<file path="config.mk">
export PLATFORM = sky130hd
export DESIGN_NAME = fg_prog_sequencer
export DESIGN_NICKNAME = d
export VERILOG_FILES = /design/src/rtl/fg_prog_sequencer.sv
export SDC_FILE = /design/constraint.sdc
export NUM_CORES = 1
export LEC_CHECK = 0
export ABC_AREA = 0
export ABC_CLOCK_PERIOD_IN_PS = 2100
export BUFFER_PORTS_ARGS = -buffer_cell sky130_fd_sc_hd__buf_2
export CORE_UTILIZATION = 56
export DETAILED_ROUTE_END_ITERATION = 7
export HOLD_SLACK_MARGIN = 0.15
export PLACE_DENSITY = 0.82
export REMOVE_ABC_BUFFERS = 1
export SLEW_MARGIN = 20
export SYNTH_ARGS = -nofsm -noshare
export SYNTH_HDL_FRONTEND = slang
export SYNTH_SLANG_ARGS = --single-unit
</file>
<file path="constraint.sdc">
create_clock -name clk -period 2.1 [get_ports clk]
set_input_delay 0.42 -clock clk [delete_from_list [all_inputs] [get_ports clk]]
set_output_delay 0.42 -clock clk [all_outputs]
set_load 0.1 [all_outputs]
</file>
<file path="src/rtl/fg_prog_sequencer.sv">
// ============================================================================
// Module   : fg_prog_sequencer
// Brief    : Floating-gate program sequencer: scan-in address, then
//            measure / inject until the target code or pulse limit is reached.
// Revision : 1.0  initial release
// ============================================================================
`default_nettype none

module fg_prog_sequencer #(
    parameter int ISL_W      = 2,
    parameter int ROW_W      = 4,
    parameter int COL_W      = 4,
    parameter int CODE_W     = 10,
    parameter int PULSE_CYC  = 16,
    parameter int MAX_PULSES = 64
) (
    input  logic              clk,
    input  logic              rst,
    input  logic              cmd_valid,
    output logic              cmd_ready,
    input  logic [ISL_W-1:0]  cmd_island,
    input  logic [ROW_W-1:0]  cmd_row,
    input  logic [COL_W-1:0]  cmd_col,
    input  logic [CODE_W-1:0] cmd_target,
    output logic              sel_sclk,
    output logic              sel_sdata,
    output logic              sel_latch,
    output logic              inj_en,
    output logic              meas_req,
    input  logic              meas_ack,
    input  logic [CODE_W-1:0] meas_code,
    output logic              done,
    output logic [1:0]        status
);

    localparam int c_AW   = ISL_W + ROW_W + COL_W;
    localparam int c_SC_W = $clog2(2 * c_AW);
    localparam int c_PC_W = $clog2(MAX_PULSES + 1);
    localparam int c_IC_W = $clog2(PULSE_CYC + 1);

    localparam logic [c_SC_W-1:0] c_SHIFT_LAST = c_SC_W'(2 * c_AW - 1);
    localparam logic [c_PC_W-1:0] c_PULSE_MAX  = c_PC_W'(MAX_PULSES);
    localparam logic [c_IC_W-1:0] c_INJ_LAST   = c_IC_W'(PULSE_CYC - 1);

    localparam logic [2:0] c_ST_IDLE  = 3'd0;
    localparam logic [2:0] c_ST_SHIFT = 3'd1;
    localparam logic [2:0] c_ST_LATCH = 3'd2;
    localparam logic [2:0] c_ST_MEAS  = 3'd3;
    localparam logic [2:0] c_ST_CMP   = 3'd4;
    localparam logic [2:0] c_ST_INJ   = 3'd5;
    localparam logic [2:0] c_ST_DONE  = 3'd6;

    logic [2:0]        r_state;
    logic [c_AW-1:0]   r_addr;
    logic [CODE_W-1:0] r_target;
    logic [CODE_W-1:0] r_code;
    logic [c_SC_W-1:0] r_shift_cnt;
    logic [c_PC_W-1:0] r_pulse_cnt;
    logic [c_IC_W-1:0] r_inj_cnt;
    logic [c_AW-1:0]   w_addr;

    assign w_addr = {cmd_island, cmd_row, cmd_col};

    always_ff @(posedge clk) begin
        if (rst) begin
            r_state     <= c_ST_IDLE;
            cmd_ready   <= 1'b1;
            sel_sclk    <= 1'b0;
            sel_sdata   <= 1'b0;
            sel_latch   <= 1'b0;
            inj_en      <= 1'b0;
            meas_req    <= 1'b0;
            done        <= 1'b0;
            status      <= 2'b00;
            r_addr      <= '0;
            r_target    <= '0;
            r_code      <= '0;
            r_shift_cnt <= '0;
            r_pulse_cnt <= '0;
            r_inj_cnt   <= '0;
        end else begin
            case (r_state)
                c_ST_IDLE: begin
                    if (cmd_valid) begin
                        r_addr      <= w_addr;
                        r_target    <= cmd_target;
                        r_pulse_cnt <= '0;
                        r_shift_cnt <= '0;
                        sel_sclk    <= 1'b0;
                        sel_sdata   <= w_addr[c_AW-1];
                        cmd_ready   <= 1'b0;
                        r_state     <= c_ST_SHIFT;
                    end
                end
                c_ST_SHIFT: begin
                    if (r_shift_cnt == c_SHIFT_LAST) begin
                        sel_sclk  <= 1'b0;
                        sel_sdata <= 1'b0;
                        sel_latch <= 1'b1;
                        r_state   <= c_ST_LATCH;
                    end else begin
                        r_shift_cnt <= r_shift_cnt + 1'b1;
                        sel_sclk    <= ~sel_sclk;
                        // Advance to the next bit only after its high clock phase
                        if (sel_sclk) begin
                            r_addr    <= r_addr << 1;
                            sel_sdata <= r_addr[c_AW-2];
                        end
                    end
                end
                c_ST_LATCH: begin
                    sel_latch <= 1'b0;
                    meas_req  <= 1'b1;
                    r_state   <= c_ST_MEAS;
                end
                c_ST_MEAS: begin
                    if (meas_ack) begin
                        r_code   <= meas_code;
                        meas_req <= 1'b0;
                        r_state  <= c_ST_CMP;
                    end
                end
                c_ST_CMP: begin
                    if (r_code >= r_target) begin
                        done    <= 1'b1;
                        status  <= (r_pulse_cnt == '0) ? 2'b10 : 2'b00;
                        r_state <= c_ST_DONE;
                    end else if (r_pulse_cnt == c_PULSE_MAX) begin
                        done    <= 1'b1;
                        status  <= 2'b01;
                        r_state <= c_ST_DONE;
                    end else begin
                        inj_en    <= 1'b1;
                        r_inj_cnt <= '0;
                        r_state   <= c_ST_INJ;
                    end
                end
                c_ST_INJ: begin
                    if (r_inj_cnt == c_INJ_LAST) begin
                        inj_en      <= 1'b0;
                        r_pulse_cnt <= r_pulse_cnt + 1'b1;
                        meas_req    <= 1'b1;
                        r_state     <= c_ST_MEAS;
                    end else begin
                        r_inj_cnt <= r_inj_cnt + 1'b1;
                    end
                end
                c_ST_DONE: begin
                    done      <= 1'b0;
                    cmd_ready <= 1'b1;
                    r_state   <= c_ST_IDLE;
                end
                default: begin
                    sel_sclk  <= 1'b0;
                    sel_sdata <= 1'b0;
                    sel_latch <= 1'b0;
                    inj_en    <= 1'b0;
                    meas_req  <= 1'b0;
                    done      <= 1'b0;
                    cmd_ready <= 1'b1;
                    r_state   <= c_ST_IDLE;
                end
            endcase
        end
    end

endmodule

`default_nettype wire
</file>
== After elaboration in Yosys (flattened, before gate mapping) ==
Cells that the tools add are included.

* Output and inout port bits: 9
* Bits in registers: 58

* Add/sub/neg operators: 3
* Equal/unequal tests: 20
* Multiplexer cells: 44
* $lt $le $gt $ge: 1
* Bitwise logic cells: 7
* Reductions and logical operators: 27

{| class="wikitable"
|+ Operators with widths
! operator !! count
|-
| 9-bit two-way mux || 3
|-
| 5-bit two-way mux || 5
|-
| 5-bit OR reduction || 5
|-
| 5-bit case mux with 2 select lines || 2
|-
| 2-bit inequality test (second input constant) || 9
|-
| 3-bit case mux with 6 select lines || 1
|-
| 9-bit case mux with 2 select lines || 1
|-
| 4-bit AND reduction || 4
|-
| 7-bit two-way mux || 2
|-
| 7-bit case mux with 2 select lines || 1
|-
| 2-bit AND reduction || 7
|-
| 1-bit two-way mux || 13
|-
| 3-bit two-way mux || 4
|-
| 3-bit AND reduction || 4
|-
| 5-bit by 1-bit adder with 5-bit output (second input constant) || 2
|-
| 10-bit >= comparator || 1
|-
| 2-bit two-way mux || 5
|-
| 3-bit == test (second input constant) || 3
|-
| 1-bit case mux with 3 select lines || 3
|-
| 2-bit nonzero test || 4
|-
| 7-bit by 1-bit adder with 7-bit output (second input constant) || 1
|-
| 7-bit == test (second input constant) || 1
|-
| 7-bit logical NOT || 1
|-
| 1-bit inverter || 7
|-
| other kinds (9) || 13
|}

== Logic depth before layout (Yosys ltp) ==
* Depth in word-level cells: 4
* Mapped depth: 8
* Mapped depth without buffers: 8

== Worst setup path after synthesis ==
Ideal clock, no wire load.

* Path kind: register to register
* Start point: register r_code[0]
* End point: register r_inj_cnt[0]
* Slack: 0.226 ns
* Clock period less this slack: 1.874 ns
* Arrival time: 1.758 ns
* Stages on the path, launching flop included: 8
* Buffers on the path: 0
* Required time: 1.984 ns
* Cell sequence: dfxtp_1 > inv_1 > ha_1 > nand2b_1 > a21o_1 > a211oi_1 > a31oi_1 > a31o_2

* Word-level cells in the longest chain between the ends: 3

{| class="wikitable"
|+ RTL lines
! element !! RTL line !! RTL
|-
| start: declaration || 56 || <nowiki>logic [CODE_W-1:0] r_code;</nowiki>
|-
| start signal: assignment || 118 || <nowiki>r_code <= meas_code;</nowiki>
|-
| 10-bit >= comparator || 124 || <nowiki>if (r_code >= r_target) begin</nowiki>
|-
| 2-bit inequality test (no line) || - ||
|-
| 4-bit AND reduction (no line) || - ||
|-
| end signal: assignment || 145 || <nowiki>r_inj_cnt <= r_inj_cnt + 1'b1;</nowiki>
|-
| end: declaration || 59 || <nowiki>logic [c_IC_W-1:0] r_inj_cnt;</nowiki>
|}

Every way passes these cells.
A chain may end at the register's enable or synchronous reset.

== Final worst setup path ==
Ends and elaborated chain as after synthesis.

==> results.py <==
metrics = {
    "floorplan": {
        "dieArea_um2": 5380,
        "die_y_um": 73.4,
        "initial_core_util": 0.592,
        "core_area_um2": 4820,
        "rows": 25,
        "pin_count": 43,
        "die_w_um": 73.4,
    },
    "global_routing": {
        "grt.total_usage": 0.264,
        "grt_max_degree": 28,
        "antenna_found_initial": 0,
        "grt_pass1_vias": 2425,
        "grt_overflow": 0,
        "grt_pass1_wl_um": 10700,
    },
    "logic_synthesis": {
        "synth_top_area_cell": "dfxtp_1",
        "postSynthCellCount": 350,
        "ys_top_cells_by_count": "nand2_1, dfxtp_1, nor2_1, a21oi_1",
        "synth-async-reset-ratio": 0,
        "synthTopCellsByArea": "dfxtp_1, nand2_1, ha_1, a21oi_1, nor2_1",
        "synth_edf_count": 0,
        "ys_ff_latch": 58,
        "synth_most_common_cell": "nand2_1",
        "avgSynthCellArea_um2": 8.15,
        "netlist_area_um2": 2850,
        "yosys_warnings": 0,
        "synth_cell_type_count": 49,
        "ys.flop_type": "dfxtp_1",
        "synth_top_area_frac": 0.407,
        "synth_seq_area_share": 0.407,
    },
    "sta": {
        "holdWs_ps": 313,
        "fmaxAchievable_ghz": 0.514,
        "max_slew_margin": 0.678,
        "tns_ps": 0,
        "min_period_ps": 1940,
        "tightest_slew_ps": 487,
        "period_share": 0.926,
        "fin_skew_ps": 5.83,
        "hold_viol": 0,
        "grt_setup_unrepaired": "false",
        "slew_viol_final": 0,
        "finalSetupViolations": 0,
    },
    "run": {
        "cap_violations": 0,
    },
    "route": {
        "drt_iter0_markers": 110,
        "drt-wirelength-per-cell_um": 13.4,
        "drtPass1Iterations": 4,
        "wl_um": 6300,
        "vias": 2579,
        "route.detailed.drc": 0,
        "via_per_inst": 5.50,
        "ant_nets": 0,
    },
    "worst_setup_path": {
        "reg2reg_from": "r_code[0]",
        "cp-start-kind": "flop",
        "cp_data_required_time_ps": 2330,
        "critical-path-slowest-cell": "dfxtp_1",
        "endpoint_kind": "flop",
        "rrSetupSlack_ps": 160,
        "worst-path-max-fanout": 5,
        "slowest_delay_ps": 320,
        "r2r_cells": 8,
        "arrival_ps": 2170,
        "path_cells": "inv_1 > ha_1 > nand2b_1 > a21o_1 > a211oi_1 > buf_4 > a31oi_1 > a31o_2",
        "critical-path-top-delay-family": "compound AO/OA/AOI/OAI gates",
        "critPathBufInv": 2,
        "crit_type": "flop to flop",
        "r2r_end": "r_inj_cnt[0]",
    },
    "cts": {
        "cts_buffer_depth": 2,
        "cts_tree": "built",
        "postCtsResizedCells": 0,
        "path_clk_slew_ps": 60,
        "clockRootBuffer": "clkbuf_8",
        "htreeDepth": 3,
        "clk_latency_ps": 340,
        "cts_num_sinks": 58,
        "cts-hold-fix-buffers": 0,
        "cts_setup_buffers": 0,
        "cts_buffers": 9,
    },
    "cells_and_area": {
        "nNetsFinal": 446,
        "diodes": 0,
        "layout-drive-gt1-share": 0.206,
        "syn2layout_area_growth_pct": 16.7,
        "final_cell_area_um2": 3330,
    },
    "worst_hold_path": {
        "min-delay-start": "meas_code[7]",
        "hold_path.class": "input pin to flop",
        "whs_path_depth": 3,
        "hold_path_end": "r_code[7]",
    },
    "power": {
        "power_mw": 2.56,
        "static-leakage-power_nw": 1.38,
        "ir_worst_vdd_uv": 738,
        "p_per_area_nw_per_um2": 768,
    },
    "placed_design": {
        "io_buffers": 42,
        "dp_hpwl_um": 4480,
        "placed_cell_area_um2": 3140,
        "gp_congestion": 0.840,
    },
    "status": {
        "status": "finished, final reports clean",
    },
}
## layout by cell type, fill, tap and decap left out, drive strengths merged, types with 9 or more instances in the layout
cell and n:
a21oi 33, a311oi 9, buf 54, clkbuf 14, dfxtp 58, ha 15, inv 15, nand2 71
nor2 40
## worst reg2reg max path: stages, from the launching register on
cell and delay [ps]:
dfxtp_1 320, inv_1 40, ha_1 250, nand2b_1 140, a21o_1 190, a211oi_1 270, buf_4 180, a31oi_1 170
a31o_2 280
## worst max path at each step
stage          depth (start not counted)              to    startpoint
2_1_floorplan                          4  r_pulse_cnt[1]    r_state[2]
3_3_place_gp                           8    r_inj_cnt[1]     r_code[0]
3_5_place_dp                           6       r_addr[7]     cmd_valid
4_1_cts                                8    r_inj_cnt[0]     r_code[0]
5_1_grt                                7        meas_req  r_inj_cnt[0]
6_report                               8    r_inj_cnt[0]     r_code[0]
## final cells by class
type	instances	area, um^2
Fill cell	417	1490
Sequential cell	58	1160
Tap cell	67	83.8
Timing Repair Buffer	54	300
Multi-Input combinational cell	259	1540
Clock inverter	2	10.0
Clock buffer	14	173
Inverter	15	56.3
## metrics by stage
stage	instances	utilization	worst slack, ps
final	469	0.691	155
after global routing	469	0.691	21.5
after CTS	469	0.691	156
after detailed placement	453	0.653	141
after global placement	453	0.653	185
after floorplan	332	-	75.9
## cell families after synthesis
logic type               Yosys count  synth area share
buffers and inverters             33            0.0540
multiplexers                       2           0.00746
adder cells (fa/ha/maj)           15            0.0658
AND/OR/NAND/NOR                  161             0.268
flip-flops                        58             0.407
XOR/XNOR                          10            0.0307
AO/OA/AOI/OAI                     71             0.167
## state kept, by name, summed over array words and instances, names as in the netlist
name and cells:
r_inj_cnt 5, r_addr 9, cmd_ready 1, status 2, r_code 10, r_shift_cnt 5, done 1, r_pulse_cnt 7
inj_en 1, meas_req 1, sel_latch 1, sel_sdata 1, r_state 3, sel_sclk 1, r_target 10
## power by group
| part | switching [mW] | internal, mW | total (mW) |
|---|---|---|---|
| clock network | 0.419 | 0.522 | 0.941 |
| logic | 0.260 | 0.159 | 0.419 |
| registers | 0.0390 | 1.16 | 1.20 |
## layer usage
| metal | vias to the layer above | part of all wire | track usage |
|---|---|---|---|
| met1 | 1193 | 0.45 | 0.315 |
| li1 | 1313 | - | - |
| met4 | 0 | 0.015 | 0.0983 |
| met3 | 10 | 0.049 | 0.0850 |
| met5 | - | 0 | 0 |
| met2 | 63 | 0.49 | 0.445 |
Power figures use the tool's default switching activity.
